===== config.mk =====
export PLATFORM = sky130hd
export DESIGN_NAME = horner_seq_ctrl_flat
export DESIGN_NICKNAME = d
export VERILOG_FILES = /design/src/rtl/horner_seq_ctrl_pkg.sv /design/src/rtl/horner_seq_ctrl_if.sv /design/src/rtl/horner_seq_ctrl_coeff_rf.sv /design/src/rtl/horner_seq_ctrl.sv /design/src/flat_wrapper.sv
export SDC_FILE = /design/constraint.sdc
export NUM_CORES = 1
export LEC_CHECK = 0
export ABC_AREA = 0
export CAP_MARGIN = 20
export CORE_ASPECT_RATIO = 2
export CORE_UTILIZATION = 25
export CTS_CLUSTER_DIAMETER = 60
export DETAILED_ROUTE_END_ITERATION = 7
export PLACE_DENSITY = 0.41
export RECOVER_POWER = 100
export SLEW_MARGIN = 25
export SYNTH_ARGS = -nofsm -noshare
export SYNTH_HDL_FRONTEND = slang
export SYNTH_SLANG_ARGS = --single-unit

===== constraint.sdc =====
create_clock -name Clock -period 5.3 [get_ports Clock]
set_input_delay 1.06 -clock Clock [delete_from_list [all_inputs] [get_ports Clock]]
set_output_delay 1.06 -clock Clock [all_outputs]
set_load 0.01 [all_outputs]

===== src/rtl/horner_seq_ctrl_pkg.sv =====
// Shared types and defaults for the Horner sequencer slice.
package horner_seq_ctrl_pkg;

    localparam int unsigned DEGREE_DEF   = 3;
    localparam int unsigned LOOP_LAT_DEF = 1;
    localparam int unsigned COEFF_W_DEF  = 32;
    localparam int unsigned XLIN_W_DEF   = 21;

    typedef enum logic [2:0] {
        ST_IDLE  = 3'd0,
        ST_CLEAR = 3'd1,
        ST_STEP  = 3'd2,
        ST_DRAIN = 3'd3,
        ST_DONE  = 3'd4
    } state_e;

    // Index width that never collapses to zero bits.
    function automatic int unsigned width_of(input int unsigned n);
        return (n > 1) ? $clog2(n) : 1;
    endfunction

endpackage


===== src/rtl/horner_seq_ctrl_if.sv =====
// Link between the sequencer (master) and the hornerLoop datapath (slave).
interface horner_seq_ctrl_if
    import horner_seq_ctrl_pkg::*;
#(
    parameter int unsigned COEFF_W = COEFF_W_DEF,
    parameter int unsigned XLIN_W  = XLIN_W_DEF
);
    logic [COEFF_W-1:0] x_smc;
    logic [COEFF_W-1:0] coeff;
    logic               sum_en;
    logic               sum_rst;
    logic [XLIN_W-1:0]  x_lin;

    modport master (output x_smc, coeff, sum_en, sum_rst, input  x_lin);
    modport slave  (input  x_smc, coeff, sum_en, sum_rst, output x_lin);
endinterface


===== src/rtl/horner_seq_ctrl_coeff_rf.sv =====
// Coefficient register file: one gated synchronous write port, one combinational read port.
module horner_seq_ctrl_coeff_rf #(
    parameter int unsigned DEPTH  = 4,
    parameter int unsigned DATA_W = 32,
    parameter int unsigned ADDR_W = 2
) (
    input  logic              clk,
    input  logic              rst,
    input  logic              wr_en_i,
    input  logic [ADDR_W-1:0] wr_addr_i,
    input  logic [DATA_W-1:0] wr_data_i,
    input  logic [ADDR_W-1:0] rd_addr_i,
    output logic [DATA_W-1:0] rd_data_c
);
    logic [DATA_W-1:0] mem_q [DEPTH];
    logic [DATA_W-1:0] mem_d [DEPTH];

    always_comb begin
        for (int i = 0; i < int'(DEPTH); i++) begin
            mem_d[i] = (wr_en_i && (wr_addr_i == ADDR_W'(i))) ? wr_data_i : mem_q[i];
        end
    end

    always_ff @(posedge clk) begin
        if (rst) begin
            for (int i = 0; i < int'(DEPTH); i++) mem_q[i] <= '0;
        end else begin
            mem_q <= mem_d;
        end
    end

    // Decoded read keeps out-of-range addresses from indexing past the array.
    always_comb begin
        rd_data_c = '0;
        for (int i = 0; i < int'(DEPTH); i++) begin
            if (rd_addr_i == ADDR_W'(i)) rd_data_c = mem_q[i];
        end
    end
endmodule


===== src/rtl/horner_seq_ctrl.sv =====
// Sequencer driving hornerLoop: latch a sample, clear, feed coefficients high order first, capture result.
module horner_seq_ctrl
    import horner_seq_ctrl_pkg::*;
#(
    parameter  int unsigned DEGREE   = DEGREE_DEF,
    parameter  int unsigned LOOP_LAT = LOOP_LAT_DEF,
    parameter  int unsigned COEFF_W  = COEFF_W_DEF,
    parameter  int unsigned XLIN_W   = XLIN_W_DEF,
    localparam int unsigned K_W      = width_of(DEGREE + 1)
) (
    input  logic               Clock,
    input  logic               GlobalReset,
    input  logic [COEFF_W-1:0] x_adc_smc_i,
    input  logic               srdyi_i,
    input  logic               coeff_wr_i,
    input  logic [K_W-1:0]     coeff_addr_i,
    input  logic [COEFF_W-1:0] coeff_data_i,
    horner_seq_ctrl_if.master  loop_if,
    output logic [XLIN_W-1:0]  y_o,
    output logic               srdyo_o,
    output logic               busy_o,
    output logic               drop_o
);
    localparam int unsigned CNT_W = width_of(LOOP_LAT);

    state_e             state_q, state_d;
    logic [K_W-1:0]     k_q, k_d;
    logic [CNT_W-1:0]   cnt_q, cnt_d;
    logic [COEFF_W-1:0] x_smc_q, x_smc_d;
    logic [COEFF_W-1:0] coeff_q, coeff_d;
    logic               sum_en_q, sum_en_d;
    logic               sum_rst_q, sum_rst_d;
    logic [XLIN_W-1:0]  y_q, y_d;
    logic               srdyo_q, srdyo_d;
    logic               busy_q, busy_d;
    logic               drop_q, drop_d;
    logic               accept_c;
    logic               step_last_c;
    logic               coeff_we_c;
    logic [COEFF_W-1:0] rf_rd_c;

    // Next state, step index and per-step cycle counter.
    always_comb begin
        state_d     = state_q;
        k_d         = k_q;
        cnt_d       = cnt_q;
        accept_c    = 1'b0;
        step_last_c = (cnt_q == CNT_W'(LOOP_LAT - 1));
        case (state_q)
            ST_IDLE: begin
                if (srdyi_i) begin
                    accept_c = 1'b1;
                    state_d  = ST_CLEAR;
                end
            end
            ST_CLEAR: begin
                k_d     = K_W'(DEGREE);
                cnt_d   = '0;
                state_d = ST_STEP;
            end
            ST_STEP: begin
                if (step_last_c) begin
                    cnt_d = '0;
                    if (k_q == '0) state_d = ST_DRAIN;
                    else           k_d     = k_q - K_W'(1);
                end else begin
                    cnt_d = cnt_q + CNT_W'(1);
                end
            end
            ST_DRAIN: begin
                if (step_last_c) begin
                    cnt_d   = '0;
                    state_d = ST_DONE;
                end else begin
                    cnt_d = cnt_q + CNT_W'(1);
                end
            end
            ST_DONE: begin
                if (srdyi_i) begin
                    accept_c = 1'b1;
                    state_d  = ST_CLEAR;
                end else begin
                    state_d = ST_IDLE;
                end
            end
            default: state_d = ST_IDLE;
        endcase
    end

    // Outputs are registered from the upcoming state so they line up with it.
    always_comb begin
        coeff_we_c = coeff_wr_i
                   && ((state_q == ST_IDLE) || (state_q == ST_DONE))
                   && ({1'b0, coeff_addr_i} <= (K_W + 1)'(DEGREE));
        x_smc_d    = accept_c ? x_adc_smc_i : x_smc_q;
        sum_rst_d  = (state_d == ST_CLEAR);
        sum_en_d   = (state_d == ST_STEP) && (cnt_d == '0);
        coeff_d    = (state_d == ST_STEP) ? rf_rd_c : '0;
        y_d        = (state_d == ST_DONE) ? loop_if.x_lin : y_q;
        srdyo_d    = (state_d == ST_DONE);
        busy_d     = (state_d != ST_IDLE);
        drop_d     = srdyi_i && (state_q inside {ST_CLEAR, ST_STEP, ST_DRAIN});
    end

    horner_seq_ctrl_coeff_rf #(
        .DEPTH  (DEGREE + 1),
        .DATA_W (COEFF_W),
        .ADDR_W (K_W)
    ) u_coeff_rf (
        .clk       (Clock),
        .rst       (GlobalReset),
        .wr_en_i   (coeff_we_c),
        .wr_addr_i (coeff_addr_i),
        .wr_data_i (coeff_data_i),
        .rd_addr_i (k_d),
        .rd_data_c (rf_rd_c)
    );

    always_ff @(posedge Clock) begin
        if (GlobalReset) begin
            state_q   <= ST_IDLE;
            k_q       <= '0;
            cnt_q     <= '0;
            x_smc_q   <= '0;
            coeff_q   <= '0;
            sum_en_q  <= 1'b0;
            sum_rst_q <= 1'b0;
            y_q       <= '0;
            srdyo_q   <= 1'b0;
            busy_q    <= 1'b0;
            drop_q    <= 1'b0;
        end else begin
            state_q   <= state_d;
            k_q       <= k_d;
            cnt_q     <= cnt_d;
            x_smc_q   <= x_smc_d;
            coeff_q   <= coeff_d;
            sum_en_q  <= sum_en_d;
            sum_rst_q <= sum_rst_d;
            y_q       <= y_d;
            srdyo_q   <= srdyo_d;
            busy_q    <= busy_d;
            drop_q    <= drop_d;
        end
    end

    assign loop_if.x_smc   = x_smc_q;
    assign loop_if.coeff   = coeff_q;
    assign loop_if.sum_en  = sum_en_q;
    assign loop_if.sum_rst = sum_rst_q;
    assign y_o             = y_q;
    assign srdyo_o         = srdyo_q;
    assign busy_o          = busy_q;
    assign drop_o          = drop_q;
endmodule

===== src/flat_wrapper.sv =====
// flat-port wrapper written by rule: the top's interface ports become plain ports
module horner_seq_ctrl_flat import horner_seq_ctrl_pkg::*;
#(
    parameter  int unsigned DEGREE   = DEGREE_DEF,
    parameter  int unsigned LOOP_LAT = LOOP_LAT_DEF,
    parameter  int unsigned COEFF_W  = COEFF_W_DEF,
    parameter  int unsigned XLIN_W   = XLIN_W_DEF,
    localparam int unsigned K_W      = width_of(DEGREE + 1)
)
  (Clock, GlobalReset, x_adc_smc_i, srdyi_i, coeff_wr_i, coeff_addr_i, coeff_data_i, y_o, srdyo_o, busy_o, drop_o, loop_if_x_smc, loop_if_coeff, loop_if_sum_en, loop_if_sum_rst, loop_if_x_lin);
  horner_seq_ctrl_if #(.COEFF_W(COEFF_W), .XLIN_W(XLIN_W)) loop_if_i ();
  input  logic Clock;
  input  logic GlobalReset;
  input  logic [COEFF_W-1:0] x_adc_smc_i;
  input  logic srdyi_i;
  input  logic coeff_wr_i;
  input  logic [K_W-1:0] coeff_addr_i;
  input  logic [COEFF_W-1:0] coeff_data_i;
  output logic [XLIN_W-1:0] y_o;
  output logic srdyo_o;
  output logic busy_o;
  output logic drop_o;
  output wire logic [$bits(loop_if_i.x_smc)-1:0] loop_if_x_smc;
  output wire logic [$bits(loop_if_i.coeff)-1:0] loop_if_coeff;
  output wire logic [$bits(loop_if_i.sum_en)-1:0] loop_if_sum_en;
  output wire logic [$bits(loop_if_i.sum_rst)-1:0] loop_if_sum_rst;
  input wire logic [$bits(loop_if_i.x_lin)-1:0] loop_if_x_lin;
  assign loop_if_x_smc = loop_if_i.x_smc;
  assign loop_if_coeff = loop_if_i.coeff;
  assign loop_if_sum_en = loop_if_i.sum_en;
  assign loop_if_sum_rst = loop_if_i.sum_rst;
  assign loop_if_i.x_lin = loop_if_x_lin;
  horner_seq_ctrl #(.DEGREE(DEGREE), .LOOP_LAT(LOOP_LAT), .COEFF_W(COEFF_W), .XLIN_W(XLIN_W)) u_core (.Clock(Clock), .GlobalReset(GlobalReset), .x_adc_smc_i(x_adc_smc_i), .srdyi_i(srdyi_i), .coeff_wr_i(coeff_wr_i), .coeff_addr_i(coeff_addr_i), .coeff_data_i(coeff_data_i), .loop_if(loop_if_i), .y_o(y_o), .srdyo_o(srdyo_o), .busy_o(busy_o), .drop_o(drop_o));
endmodule

==> metrics.md, run 1 <==
| Metric | Value |
|---|---|
| Initial core utilization | `25.4%` |
| Cells after synthesis | `1,071` |
| Violated checks | `capacitance limit, slew limit` |
| Num CTS Buffers | `24` |
| Cts hold-fix bufs | `0` |
| H-tree Lvls | `1` |
| Post-CTS Setup Bufs | `0` |
| Final setup viols | `0` |
| Routed Wire Length | `30,800 um` |
| Worst Tran Pin Value | `2.21 ns` |
| Area growth syn-to-layout | `31.5%` |
| Largest net degree at the start of global routing | `81` |
| WL/cell | `18.5 um` |
| Pwr dens | `353 mW/mm^2` |
| Max VDD drop | `214 uV` |
| Met3 wire length | `1470 um` |
| Setup TNS | `0 ns` |
| CTS tree | `yes` |
| Worst-path fanout max | `36` |
| Root Driver | `clkbuf_16` |
| Startpoint Class | `input port` |
| Via count | `7,893` |
| Die X | `134 um` |
| Met2 Wirelength | `17,400 um` |
| Max Clock Freq | `0.262 GHz` |
| Hold crit path type | `reg2reg` |
| Layout Utilization | `33.5%` |
| Drt drc | `0` |
| Mean Syn Cell Area | `8.16 sq um` |
| Final nets | `1,296` |
| Initial antenna violation count | `0` |
| Worst slew margin | `-47.1%` |
| CP Capture Type | `flop` |
| Rows | `96` |
| Reg2reg path depth | `6` |
| Final Max Tran Viols | `283` |
| Layout cells sized above 1 | `6.14%` |
| Final min period | `3.82 ns` |
| Hold slack | `0.450 ns` |
| CTS resizes | `0` |
| Final Hold Viols | `0` |
| Required time of the critical path | `5.73 ns` |
| Clk_lat worst skew | `0.53 ns` |
| Gr usage total | `17.6%` |
| Port buffer count | `180` |
| Ys flop type | `dfxtp_1` |
| Worst path max stage delay | `1.59 ns` |
| Core ar. | `0.0344 sq mm` |
| DR iter-0 viols | `377` |
| Crit path to | `u_core.loop_if.coeff[10]` |
| Clk sinks | `224` |
| Total global routing overflow | `0` |
| Antenna-violating nets left | `0` |
| Post-Route Skew | `0.0191 ns` |
| Vias in the first global route | `8,054` |
| I/O Pins | `181` |
| Ys async rst share | `0%` |
| Die Ht | `266 um` |
| Reg2Reg Setup Slack | `1.64 ns` |
| Yosys reg bits | `224` |
| Post-Syn Nets | `1,162` |
| Worst Setup Path Type | `in2reg` |
| Reg-to-reg startpoint | `u_core.state_q[0]` |
| DIE AREA | `0.0357 sq mm` |
| GP Congestion | `0.711` |
| M1 WL | `11,200 um` |
| DRT Pass-1 Iters | `5` |
| Top sig layer | `met4` |
| Crit-path cells | `dlygate4sd3_1 -> nor3b_1 -> a211oi_4 -> clkbuf_1 -> o211ai_1 -> a221oi_1` |
| Yosys warning count | `0` |
| Seq/Total Area, Yosys | `51.3%` |
| HPWL after detailed placement | `18,800 um` |
| Worst-case clock buffer depth | `3` |
| Critical Path AT | `4.25 ns` |
| FF-to-FF End | `u_core.u_coeff_rf.mem_q[64]` |
| Max-Cap Viols | `7` |
| Critical path startpoint | `srdyi_i` |
| Synth unique cells | `42` |
| Post-Syn Area | `0.00874 sq mm` |
| Period utilisation layout | `72.1%` |
| Status | `finished with violations` |
| RSZ-0062 raised after global routing | `no` |
| CTS clk-pin slew, worst paths | `0.06 ns` |
| Power Total | `4.06 mW` |
| Slowest CP cell | `clkbuf_1` |
| LEAKAGE | `3.96 nW` |
| Global-route wire length before repair | `47,800 um` |
| Post-synth EDFFs | `0` |
| Vias/cell | `4.75` |
| Fill count | `3,722` |
[layout make-up]
| cell class | count | area, sq um | share of cell area (%) |
|---|---|---|---|
| diodes | 1 | 2.50 | 0.0218 |
| clock inverters | 6 | 35.0 | 0.305 |
| clock buffers | 36 | 727 | 6.32 |
| multi-input cells | 720 | 3630 | 31.6 |
| well taps | 441 | 552 | 4.80 |
| repair buffers | 201 | 1930 | 16.8 |
| flip-flops and latches | 224 | 4480 | 39.0 |
| inverters | 34 | 128 | 1.11 |
[per-stage QoR]
step           worst slack (ns)  instances  instance area, sq um
3_5_place_dp               2.33       1620                 10900
6_report                   1.48       1663                 11500
5_1_grt                    1.25       1662                 11500
4_1_cts                    2.59       1662                 11700
3_3_place_gp               2.36       1620                 10900
2_1_floorplan              2.97       1071                  8740
[cells in the mapped netlist (2+ instances only)]
master / count / area share (%)
nand2_1: 364 / 16
dfxtp_1: 224 / 51
a21oi_1: 182 / 10
clkbuf_1: 63 / 2.7
inv_1: 34 / 1.5
a31oi_1: 32 / 2.3
o211ai_1: 32 / 2.7
a221oi_2: 30 / 5.2
o21ai_1: 27 / 1.5
buf_2: 23 / 1.3
nor2_1: 9 / 0.39
o21ai_0: 7 / 0.40
buf_4: 5 / 0.43
and4b_1: 3 / 0.34
nor2b_1: 3 / 0.21
nor3b_1: 3 / 0.26
a221oi_1: 2 / 0.20
and3_1: 2 / 0.14
nand4b_1: 2 / 0.20
o21bai_1: 2 / 0.17
[flip-flops by register name, summed over array words and instances (netlist names)]
signal                   flops
u_core.u_coeff_rf.mem_q    128
u_core.loop_if.coeff        32
u_core.loop_if.x_smc        32
u_core.y_o                  21
u_core.state_q               3
u_core.k_q                   2
u_core.busy_o                1
u_core.cnt_q                 1
u_core.drop_o                1
u_core.loop_if.sum_en        1
u_core.loop_if.sum_rst       1
u_core.srdyo_o               1
[worst max-delay path: cells and delay by family]
kind	cells	cell delay, ns
AO/OA/AOI/OAI	3	0.84
buffers and inverters	2	2.16
AND/OR/NAND/NOR	1	0.19
[cell usage in the layout (no fill, tap or decap), types with 2 or more instances in the layout]
cell / n
nor2_1: 8
o21bai_1: 2
o211ai_1: 32
and4b_1: 3
a221oi_2: 13
clkbuf_16: 25
o21ai_1: 27
a221oi_1: 19
a211oi_4: 2
a21oi_1: 182
nand4b_1: 2
clkinvlp_4: 2
buf_4: 13
clkbuf_1: 12
o21ai_0: 7
inv_1: 34
dfxtp_1: 224
nand2_1: 364
clkdlybuf4s50_1: 87
nor3b_1: 4
clkinv_2: 4
clkbuf_8: 6
nor2b_1: 3
a31oi_1: 32
dlygate4sd3_1: 92
[kinds of logic (layout without fill, tap and decap cells)]
group           count (synthesis)  count (layout)  synth area share, %
other cells                     0               1                    0
simple gates                  398             398                 18.3
compound gates                322             322                 24.3
buf+inv                       127             277                 6.10
flops                         224             224                 51.3
[layer usage]
metal	up-vias	global-route usage (%)
met2	176	35.1
met1	3782	17.9
met5	-	0
met3	48	3.04
li1	3887	-
met4	0	5.41
[how the worst min path moves through the flow]
stage                                      from                     endpoint  slack (ns)  cells past startpoint
CTS                 u_core.u_coeff_rf.mem_q[95]  u_core.u_coeff_rf.mem_q[95]        0.45                      2
detailed placement  u_core.u_coeff_rf.mem_q[95]  u_core.u_coeff_rf.mem_q[95]        0.44                      2
global route         u_core.u_coeff_rf.mem_q[2]   u_core.u_coeff_rf.mem_q[2]        0.47                      2
global placement    u_core.u_coeff_rf.mem_q[95]  u_core.u_coeff_rf.mem_q[95]        0.44                      2
floorplan           u_core.u_coeff_rf.mem_q[64]  u_core.u_coeff_rf.mem_q[64]        0.43                      2
finish                  u_core.loop_if.x_smc[8]      u_core.loop_if.x_smc[8]        0.45                      2
[power by group]
group / internal (mW) / leakage (nW) / switching, mW
clock network: 0.943 / 0.373 / 0.706
registers: 1.76 / 1.82 / 0.0437
logic: 0.220 / 1.77 / 0.389
total: 2.92 / 3.96 / 1.14
Power figures use the tool's default switching activity.
==> run 2, diff against run 1 <==
--- a/config.mk
+++ b/config.mk
@@ -11,7 +11,7 @@
 export CORE_UTILIZATION = 25
 export CTS_CLUSTER_DIAMETER = 60
 export DETAILED_ROUTE_END_ITERATION = 7
-export PLACE_DENSITY = 0.41
+export PLACE_DENSITY = 0.42
 export RECOVER_POWER = 100
 export SLEW_MARGIN = 25
 export SYNTH_ARGS = -nofsm -noshare
==> constraint.sdc (replaced) <==
create_clock -name Clock -period 3.3 [get_ports Clock]
set_input_delay 0.66 -clock Clock [delete_from_list [all_inputs] [get_ports Clock]]
set_output_delay 0.66 -clock Clock [all_outputs]
set_load 0.01 [all_outputs]
==> run 2 against run 1 <==
The flow now finishes without violations. Via count fell by 0.49%. Critical path depth fell by 1. Hold slack got worse by 0.0012 ns. Sequential share of layout area fell by 0.70 points. Final cell count rose by 0.36%. Clock power rose by 77%. Largest power group is now clock.
==> metrics.md, run 2 (synthesis gave the netlist of run 1 again) <==
| Metric | Value |
|---|---|
| GRT busiest layer | `met2` |
| Post-CTS Setup Bufs | `0 (unchanged)` |
| Area after DPL | `0.0110 sq mm (+0.67%)` |
| Initial core utilization | `25.4% (unchanged)` |
| Final min period | `2.68 ns` |
| Sw Ratio | `27.5% (-0.48 points)` |
| H-tree Lvls | `1 (unchanged)` |
| Total global routing overflow | `0 (unchanged)` |
| Max reg flops | `128 (unchanged)` |
| Setup TNS | `0 ns (unchanged)` |
| Worst Setup Path Type | `reg2reg` |
| M2 GR Usage | `33.7% (-1.4 points)` |
| Layout cells sized above 1 | `7.82% (+1.7 points)` |
| Hold path start | `u_core.y_o[5]` |
| Switching pwr | `1.87 mW (+65%)` |
| Met1 usage | `18.2% (+0.25 points)` |
| Max VDD drop | `379 uV (+77%)` |
| WL/cell | `18.5 um (about the same)` |
| CTS tree | `yes` |
| Startpoint Class | `flop` |
| Root Driver | `clkbuf_16` |
| CTS resizes | `0 (unchanged)` |
| Largest Register | `u_core.u_coeff_rf.mem_q` |
| Num CTS Buffers | `24 (unchanged)` |
| CTS clk-pin slew, worst paths | `0.06 ns (about the same)` |
| Vias in the first global route | `7,767 (-3.6%)` |
| Commonest cells after routing, fill and taps aside | `nand2_1 (364), dfxtp_1 (224), a21oi_1 (182)` |
| Final setup viols | `0 (unchanged)` |
| Commonest non-fill, non-tap cell in the layout | `nand2_1` |
| Reg2Reg Setup Slack | `0.62 ns (-1.02 ns)` |
| Global-route wire length before repair | `47,300 um (-1.0%)` |
| Period utilisation layout | `81.1%` |
| Critical Path AT | `3.11 ns (-1.14 ns)` |
| Port buffer count | `180 (unchanged)` |
| Diodes inserted | `0 (-1)` |
| Die X | `134 um (unchanged)` |
| Design Area, Final | `0.0117 sq mm (+1.8%)` |
| DIE AREA | `0.0357 sq mm (unchanged)` |
| Max Clock Freq | `0.374 GHz` |
| Comb pwr share | `14.6% (-0.4 points)` |
| Gr usage total | `17.4% (-0.17 points)` |
| Flop pwr share | `42.5% (-1.9 points)` |
| Int Power | `4.93 mW (+69%)` |
| Worst Tran Pin Value | `1.16 ns (-1.05 ns)` |
| Final nets | `1,303 (+0.54%)` |
| Hold crit path type | `reg2reg` |
| DR iter-0 viols | `425 (+13%)` |
| Via count | `7,854 (-0.49%)` |
| I/O Pins | `181 (unchanged)` |
| Core ar. | `0.0344 sq mm (unchanged)` |
| Vias/cell | `4.71 (-0.85%)` |
| Initial antenna violation count | `1 (+1)` |
| Max-Cap Viols | `0 (-7)` |
| DRT Pass-1 Iters | `4 (-1)` |
| Reg2reg path depth | `5 (-1)` |
| LEAKAGE | `4.08 nW (+2.9%)` |
| Drt drc | `0 (unchanged)` |
| FF-to-FF End | `u_core.loop_if.coeff[8]` |
| Antenna-violating nets left | `0 (unchanged)` |
| Required time of the critical path | `3.74 ns (-1.99 ns)` |
| WHS Endpoint | `u_core.y_o[5]` |
| Clk_lat worst skew | `0.53 ns (about the same)` |
| Multi-input logic area | `0.00369 sq mm (+1.5%)` |
| Final Max Tran Viols | `0 (-100%)` |
| Clock Power Share | `42.9% (+2.3 points)` |
| Status | `finished, final reports clean` |
| Post-Route Skew | `0.00871 ns (-0.0104 ns)` |
| Layout Utilization | `34.1% (+0.61 points)` |
| CP Capture Type | `flop` |
| Rows | `96 (unchanged)` |
| Routed Wire Length | `30,900 um (+0.34%)` |
| HPWL after detailed placement | `19,100 um (+1.4%)` |
| Fill count | `3,728 (+0.16%)` |
| Reg-to-reg startpoint | `u_core.state_q[0]` |
| RSZ-0062 raised after global routing | `no` |
| Clk sinks | `224 (unchanged)` |
| Worst-path fanout max | `16 (-56%)` |
| Die Ht | `266 um (unchanged)` |
| M3 GR Usage | `3.15% (+0.11 points)` |
| Worst slew margin | `22.6% (+70 points)` |
| GP Congestion | `0.731 (+2.8%)` |
| Pwr dens | `582 mW/mm^2 (+65%)` |
| WHS Path Cells | `2 (unchanged)` |
| Register area | `0.00448 sq mm (unchanged)` |
| Worst-case clock buffer depth | `3 (unchanged)` |
| Area growth syn-to-layout | `34.0%` |
| Final Hold Viols | `0 (unchanged)` |
| Cts hold-fix bufs | `0 (unchanged)` |
| Largest net degree at the start of global routing | `145 (+79%)` |
-- run 2: per-stage QoR --
stage	std cells	setup slack (ns)	hold WS (ns)	total power [mW]
after global placement	1627	0.938	0.441	4.01
after floorplan	1071	1.37	0.433	3.49
final	1669	0.624	0.449	6.81
after global routing	1669	0.352	0.466	7.10
after detailed placement	1627	0.924	0.445	4.02
after CTS	1669	0.904	0.454	6.97
-- run 2: how the worst max path moves through the flow --
stage	start	end	slack, ns	depth (start not counted)
CTS	u_core.state_q[0]	u_core.u_coeff_rf.mem_q[114]	0.90	5
detailed placement	srdyi_i	u_core.loop_if.coeff[8]	0.92	6
floorplan	srdyi_i	u_core.loop_if.coeff[15]	1.37	5
finish	u_core.state_q[0]	u_core.loop_if.coeff[8]	0.62	5
global route	u_core.state_q[0]	u_core.u_coeff_rf.mem_q[122]	0.35	5
global placement	srdyi_i	u_core.loop_if.coeff[8]	0.94	6
-- run 2: power by group through the flow --
stage / clock network, mW / logic [mW] / registers (mW)
2_1_floorplan: 0 / 0.535 / 2.96
3_3_place_gp: 0 / 1.06 / 2.96
3_5_place_dp: 0 / 1.06 / 2.96
4_1_cts: 3.01 / 1.06 / 2.90
5_1_grt: 3.10 / 1.09 / 2.91
6_report: 2.92 / 0.995 / 2.89
-- run 2: area by class of cell --
cell class              instances  area share [%]
clock inverters                14            1.53
repair buffers                208            17.2
clock buffers                  28            5.61
flip-flops and latches        224            38.3
inverters                      34            1.09
well taps                     441            4.71
multi-input cells             720            31.5
-- run 2: worst max-delay path: stages (launching register included) --
cell and delay [ns]:
dfxtp_1 0.66, nor2_1 0.35, a2111oi_4 0.43, clkbuf_1 0.60, o211ai_1 0.26, a221oi_2 0.27
-- run 2: routing by layer --
metal | share of wire [%] | up-vias
met3 | 5.4 | 49
met5 | 0.045 | -
li1 | - | 3900
met2 | 55 | 209
met4 | 2.7 | 2
met1 | 37 | 3694
